===== config.mk =====
export PLATFORM = sky130hd
export DESIGN_NAME = sort_sequencer
export DESIGN_NICKNAME = d
export VERILOG_FILES = /design/src/rtl/sort_sequencer.sv
export SDC_FILE = /design/constraint.sdc
export NUM_CORES = 1
export LEC_CHECK = 0
export BUFFER_PORTS_ARGS = -buffer_cell sky130_fd_sc_hd__buf_2
export CAP_MARGIN = 20
export CORE_ASPECT_RATIO = 0.8
export CORE_UTILIZATION = 40
export DETAILED_ROUTE_END_ITERATION = 8
export GPL_TIMING_DRIVEN = 0
export PLACE_DENSITY = 0.53
export SLEW_MARGIN = 20
export SYNTH_ARGS = -nofsm -noshare
export SYNTH_HDL_FRONTEND = slang
export SYNTH_SLANG_ARGS = --single-unit

===== constraint.sdc =====
create_clock -name clk -period 9.35 [get_ports clk]
set_input_delay 1.87 -clock clk [delete_from_list [all_inputs] [get_ports clk]]
set_output_delay 1.87 -clock clk [all_outputs]
set_load 0.01 [all_outputs]

===== src/rtl/sort_sequencer.sv =====
// sort_sequencer: settle, measure, confirm and divert one object at a time via a servo PWM
module sort_sequencer #(
    parameter int CLK_FREQ      = 100_000_000,
    parameter int SETTLE_CYCLES = 10_000_000,
    parameter int MEAS_TIMEOUT  = 20_000_000,
    parameter int CONFIRM_N     = 3,
    parameter int SERVO_PERIOD  = 2_000_000,
    parameter int PULSE_HOME    = 150_000,
    parameter int PULSE_ACCEPT  = 200_000,
    parameter int PULSE_REJECT  = 100_000,
    parameter int HOLD_CYCLES   = 50_000_000
) (
    input  logic       clk,
    input  logic       reset,
    input  logic       enable,
    input  logic       object_present,
    input  logic [2:0] SW,
    input  logic       red_dominant,
    input  logic       green_dominant,
    input  logic       blue_dominant,
    input  logic       meas_done,
    output logic       meas_start,
    output logic       servo_pwm,
    output logic       busy,
    output logic       accept_pulse,
    output logic       reject_pulse,
    output logic       timeout_err,
    output logic [7:0] sorted_count
);
    function automatic int max_of(input int a, input int b);
        return a > b ? a : b;
    endfunction

    localparam int CW = $clog2(max_of(max_of(CLK_FREQ, HOLD_CYCLES),
                                      max_of(max_of(SETTLE_CYCLES, MEAS_TIMEOUT), SERVO_PERIOD))) + 1;
    localparam logic [CW-1:0] ONE      = CW'(1);
    localparam logic [CW-1:0] SET_END  = CW'(SETTLE_CYCLES - 1);
    localparam logic [CW-1:0] TMO_END  = CW'(MEAS_TIMEOUT - 1);
    localparam logic [CW-1:0] HOLD_END = CW'(HOLD_CYCLES - 1);
    localparam logic [CW-1:0] PER_END  = CW'(SERVO_PERIOD - 1);
    localparam logic [CW-1:0] P_HOME   = CW'(PULSE_HOME);
    localparam logic [CW-1:0] P_ACC    = CW'(PULSE_ACCEPT);
    localparam logic [CW-1:0] P_REJ    = CW'(PULSE_REJECT);
    localparam logic [3:0]    CONF     = 4'(CONFIRM_N);

    typedef enum logic [2:0] {S_IDLE, S_SETTLE, S_MEASURE, S_DECIDE, S_HOLD, S_RETURN} state_t;

    state_t          r_state;
    logic [CW-1:0]   r_cnt;
    logic [CW-1:0]   r_target;
    logic [CW-1:0]   r_frame;
    logic [CW-1:0]   r_width;
    logic [3:0]      r_agree;
    logic            r_last;
    logic            r_meas_start;
    logic            r_accept;
    logic            r_reject;
    logic            r_timeout;
    logic            r_pwm;
    logic [7:0]      r_sorted;
    logic            w_match;
    logic [3:0]      w_agree_nxt;
    logic [CW-1:0]   w_frame_nxt;
    logic [CW-1:0]   w_width_nxt;

    assign w_match     = |(SW & {blue_dominant, green_dominant, red_dominant});
    assign w_agree_nxt = (r_agree == 4'd0 || w_match == r_last) ? r_agree + 4'd1 : 4'd1;
    assign w_frame_nxt = (r_frame == PER_END) ? '0 : r_frame + ONE;
    assign w_width_nxt = (w_frame_nxt == '0) ? r_target : r_width;

    assign meas_start   = r_meas_start;
    assign servo_pwm    = r_pwm;
    assign busy         = (r_state != S_IDLE);
    assign accept_pulse = r_accept;
    assign reject_pulse = r_reject;
    assign timeout_err  = r_timeout;
    assign sorted_count = r_sorted;

    // Sequencer: one shared counter serves settle, measurement timeout and hold phases
    always_ff @(posedge clk) begin
        if (!reset) begin
            r_state      <= S_IDLE;
            r_cnt        <= '0;
            r_target     <= P_HOME;
            r_agree      <= '0;
            r_last       <= 1'b0;
            r_meas_start <= 1'b0;
            r_accept     <= 1'b0;
            r_reject     <= 1'b0;
            r_timeout    <= 1'b0;
            r_sorted     <= '0;
        end else begin
            r_meas_start <= 1'b0;
            r_accept     <= 1'b0;
            r_reject     <= 1'b0;
            case (r_state)
                S_IDLE: if (enable && object_present) begin
                    r_state <= S_SETTLE;
                    r_cnt   <= '0;
                end
                S_SETTLE: if (!object_present) r_state <= S_IDLE;
                else if (r_cnt == SET_END) begin
                    r_state      <= S_MEASURE;
                    r_meas_start <= 1'b1;
                    r_agree      <= '0;
                    r_cnt        <= '0;
                end else r_cnt <= r_cnt + ONE;
                S_MEASURE: if (meas_done) begin
                    r_agree <= w_agree_nxt;
                    r_last  <= w_match;
                    r_cnt   <= '0;
                    if (w_agree_nxt == CONF) begin
                        r_state  <= S_DECIDE;
                        r_accept <= w_match;
                        r_reject <= !w_match;
                        r_target <= w_match ? P_ACC : P_REJ;
                        if (w_match && r_sorted != 8'hFF) r_sorted <= r_sorted + 8'd1;
                    end else r_meas_start <= 1'b1;
                end else if (r_cnt == TMO_END) begin
                    r_timeout <= 1'b1;
                    r_state   <= S_RETURN;
                end else r_cnt <= r_cnt + ONE;
                S_DECIDE: begin
                    r_state <= S_HOLD;
                    r_cnt   <= '0;
                end
                S_HOLD: if (r_cnt == HOLD_END) r_state <= S_RETURN;
                else r_cnt <= r_cnt + ONE;
                S_RETURN: begin
                    r_target <= P_HOME;
                    if (!object_present) r_state <= S_IDLE;
                end
                default: r_state <= S_IDLE;
            endcase
        end
    end

    // Servo PWM: width only changes at a frame boundary so no frame is truncated or stretched
    always_ff @(posedge clk) begin
        if (!reset) begin
            r_frame <= '0;
            r_width <= P_HOME;
            r_pwm   <= (PULSE_HOME > 0);
        end else begin
            r_frame <= w_frame_nxt;
            r_width <= w_width_nxt;
            r_pwm   <= (w_frame_nxt < w_width_nxt);
        end
    end
endmodule

==> Word-level counts from Yosys, hierarchy flattened <==
Index checks and enable logic that the tools add are counted.
{ "op_classes": {"eq_ne": 24, "n_mux": 32, "n_lt_le_gt_ge": 1, "n_reduce_logical": 20, "div": 0, "mul": 0, "bitwise": 2, "shift": 0, "addsub": 4} }
{ "op_table": {"columns": ["op", "count"], "rows": [
  ["$mux 28", 10],
  ["$pmux 28 s5", 1],
  ["$add 28x1->28 const B", 2],
  ["$pmux 28 s2", 1],
  ["$eq 28x21->1 const B", 1],
  ["$eq 28x24->1 const B", 1],
  ["$eq 28x25->1 const B", 1],
  ["$eq 28x26->1 const B", 1],
  ["$logic_not 28->1", 1],
  ["$lt 28x28->1", 1],
  ["$mux 3", 8],
  ["$mux 18", 1],
  ["$pmux 3 s6", 1],
  ["$mux 4", 4],
  ["$ne 2x2->1 const B", 8],
  ["$ne 3x3->1 const B", 4],
  ["$reduce_and 4->1", 3],
  ["$add 8x1->8 const B", 1],
  ["$ne 8x8->1 const B", 1],
  ["$pmux 4 s2", 1],
  ["$eq 3x2->1 const B", 2],
  ["$eq 3x3->1 const B", 2],
  ["$reduce_and 3->1", 2],
  ["$reduce_and 6->1", 1],
  ["other kinds (19)", 24]
]} }
{ "word_totals": {"mem_bits_rw": 0, "in_bits": 11, "output_inout_bits": 14, "mem_bits_ro": 0, "register_bits": 133, "latchBits": 0, "memories": 0} }

==> Logic depth before layout (Yosys ltp) <==
{ "depth": {"ltp_word": 9, "depth_mapped": 20} }

==> Worst setup path before layout <==
Ideal clock, no wire load.
{ "synth_timing": {"path_type": "reg-to-reg", "from": "register r_frame[0]", "to": "register r_pwm, in the netlist servo_pwm", "period_less_slack_ns": 4.576, "setup_slack_ns": 4.774, "t_arrival_ns": 4.518, "required_time_ns": 9.292, "stages_incl_launch_ff": 20, "path_buffers": 3, "path_cell_list": "dfxtp_1 -> ha_1 -> nand3_4 -> or4_4 -> nor4_4 -> nor2_2 -> or4_1 -> buf_2 -> or3_1 -> buf_2 -> buf_2 -> nand2_1 -> ha_1 -> a21o_1 -> a21o_1 -> a211oi_1 -> o21ai_0 -> o221a_2 -> o21ai_0 -> o221a_2"} }
{ "synth_between": {"elab_chain_len": 5, "word_cells_on_any_way": 6, "cone_classes": "1 x add/sub; 1 x order compare; 1 x eq/ne; 2 x mux; 1 x reduce/logical"} }
{ "synth_rtl": {"columns": ["item", "line_no", "rtl"], "rows": [
  ["from (decl)", "51", "logic [CW-1:0] r_frame;"],
  ["from (signal assigned)", "145", "r_frame <= w_frame_nxt;"],
  ["$add 28x1->28 / $eq 28x21->1 (equally long branches)", "68", "assign w_frame_nxt = (r_frame == PER_END) ? '0 : r_frame + ONE;"],
  ["$mux 28 (*)", "68", null],
  ["via w_frame_nxt[15]", "63", "logic [CW-1:0] w_frame_nxt;"],
  ["$logic_not 28->1", "69", "assign w_width_nxt = (w_frame_nxt == '0) ? r_target : r_width;"],
  ["$mux 28", "69", null],
  ["$lt 28x28->1 (*)", "147", "r_pwm <= (w_frame_nxt < w_width_nxt);"],
  ["to (signal assigned)", "143", "r_pwm <= (PULSE_HOME > 0);"],
  ["to (signal assigned)", "147", null],
  ["to (decl)", "59", "logic r_pwm;"]
]} }
Mark *: on every way through the listed nets, which the timed path passes. The rest lies on a longest branch.
A chain may end at the register's enable or synchronous reset.

==> Final worst setup path <==
Ends and elaborated chain as after synthesis.

==> out/results.ini <==
[sta]
setup_tns_ns=0
post-route-period-util=0.5672
hold_violations=0
setup_violations=0
worst_pin_slew_ns=1.078
post-route-min-period_ns=5.303
slew_viol_final=0
max_freq_ghz=0.1886
fin_skew_ns=0.008280
rsz0062_at_grt=no
slew-limit-headroom=0.2770

[power_and_ir_drop]
power.share.switching=0.2602
leakage_nw=2.734
seqPwrFrac=0.511
p_comb_frac=0.073
power.density_mw_per_mm2=137.4
finalPower_mw=0.9303
netSwitchingPower_mw=0.2421
ir_drop_mv=0.09328
clkPwrFrac=0.416
p_int_mw=0.6882

[grt]
gr-total-overflow=0
grt_use_met1=0.3249
met2_usage=0.3127
grt-busiest-layer=met1
grt_pass1_wl_um=27130
track_usage=0.2177
grt_pass1_vias=5247
antenna_found_initial=0
met3_usage=0.04181
grt_max_degree=21

[routing]
initialDrtViolationCount=355
viasPerCell=5.651
vias=5487
ant_nets=0
first_pass_iters=4
totalWireLength_um=15940
drc_errors=0
wl_per_cell_um=16.41

[synthesis]
async_reset_ff_frac=0
yosysUniqueCellTypes=64
synth_fp_nets=790
syn_inst=746
synth-seq-cells=110
mappedNetlistArea_mm2=0.006106
seq_area_frac_synth=0.3607
avgSynthCellArea_um2=8.185
synthFlopType=dfxtp_1
synth_warnings=0
synth-edff-count=0

[finish]
syn2layout_area_growth_pct=10.86
final_util=0.4639
layout-drive-gt1-share=0.08513
final_common_cell=dfxtp_1
num_antenna_cells=0
layout.nets=826
mostFrequentLayoutCells=110 x dfxtp_1, 104 x nor2_1, 74 x nand2_1, 37 x a21oi_1, 35 x nand4_1

[floorplanning]
die_w_um=140.1
core_area_mm2=0.01459
initial_utilization=0.4185
dieArea_mm2=0.01577
rows=39
io_pins=25
dieHeight_um=112.5

[worst_setup_path]
cp-start-kind=flop
path_max_fanout=10
arrival_ns=5.61
critPathCaptureType=flop
worstSetupPathType=flop to flop
reg2reg_from=r_frame[0]$_SDFF_PN0_
required_ns=9.66
crit_start=r_frame[0]$_SDFF_PN0_

[cts]
htree_levels=3
numCtsBuffers=9
post_cts_buffers=0
path_clk_slew_ns=0.08
clock-sinks=110
cts_tree=built
max-clock-path-buffers=2
ctsResizeCount=0
root_buffer=clkbuf_16
clk_latency_ns=0.36
cts-hold-fix-buffers=0

[status]
status=finished clean

[placement]
io_buffer_count=24
hpwl_um=12240
place.gp.congestion=0.8976

[min_path]
worstHoldStart=r_width[16]$_SDFF_PN0_
hold_class=flop to flop

[run]
max-cap-violations=0

stage by stage:
step | instances | instance area (µm²) | hold WS [ns] | setup WS (ns)
2_1_floorplan | 746 | 6106 | 0.4356 | 4.774
3_3_place_gp | 954 | 6456 | 0.4529 | 4.047
3_5_place_dp | 955 | 6469 | 0.4600 | 4.050
4_1_cts | 971 | 6769 | 0.4711 | 4.029
5_1_grt | 971 | 6769 | 0.4940 | 3.727
6_report | 971 | 6769 | 0.4685 | 4.047
routing by layer:
metal | wire [µm] | part of all wire
met2 | 6424 | 0.40
met1 | 8432 | 0.53
met3 | 838 | 0.053
met4 | 242 | 0.015
met5 | 0 | 0
cells by family (layout without fill, tap and decap cells):
group,Yosys count,count (layout),share of synthesized area
AOI/OAI and AO/OA,108,108,0.1160
muxes,16,16,0.02643
DFF,110,110,0.3607
buffers and inverters,59,100,0.04057
and+or+nand+nor,365,365,0.3098
adders and majority gates,33,33,0.06762
xor gates and xnor gates,55,55,0.07889
Yosys cell counts (all sizes together), types with 22 or more instances:
cell type  number  area, µm²
a21oi          37      185.2
and3           27      168.9
clkbuf         24      90.09
dfxtp         110       2202
ha             33      412.9
inv            23      86.33
nand2          74      277.8
nand3          27      147.6
nand4          35      219.0
nor2          105      396.6
xnor2          22      192.7
xor2           33      289.0
state kept, by name, summed over array words and instances (netlist names):
signal        cells
timeout_err       1
servo_pwm         1
r_frame          28
sorted_count      8
meas_start        1
accept_pulse      1
reject_pulse      1
r_target          5
r_agree           4
r_last            1
r_state           3
r_cnt            28
r_width          28
layout make-up:
class	instances	area [µm²]
plain buffers	35	157.7
clock buffers	10	239.0
clock inverters	6	61.31
fillers	1483	7821
inverters	24	90.09
multi-input cells	577	3661
flip-flops and latches	110	2202
well taps	184	230.2
repair buffers	25	127.6
critical path: stages, from the launching register on:
cell and delay [ns]:
dfxtp_1 0.57, ha_1 0.26, nand3_4 0.15, or4_4 0.53, nor4_4 0.52, nor2_2 0.13
or4_1 0.52, buf_2 0.18, or3_1 0.36, buf_2 0.18, buf_2 0.20, nand2_1 0.10
ha_1 0.24, a21o_1 0.18, a21o_1 0.17, a211oi_1 0.21, o21ai_0 0.13, o221a_2 0.24
o21ai_0 0.15, o221a_2 0.21
path summary, 6_finish.rpt:
kind | to | slack [ns] | depth (start not counted)
min reg2reg | r_width[16]$_SDFF_PN0_ | 0.47 | 2
min | r_width[16]$_SDFF_PN0_ | 0.47 | 2
max reg2reg | servo_pwm$_SDFF_PN1_ | 4.05 | 19
max | servo_pwm$_SDFF_PN1_ | 4.05 | 19
power by group through the flow:
stage | Sequential, mW | Clock [mW] | Combinational [mW]
2_1_floorplan | 0.485 | 0 | 0.0471
3_3_place_gp | 0.486 | 0 | 0.0663
3_5_place_dp | 0.486 | 0 | 0.0675
4_1_cts | 0.475 | 0.398 | 0.0678
5_1_grt | 0.476 | 0.421 | 0.0759
6_report | 0.475 | 0.387 | 0.0681
(Power assumes the default switching activity.)
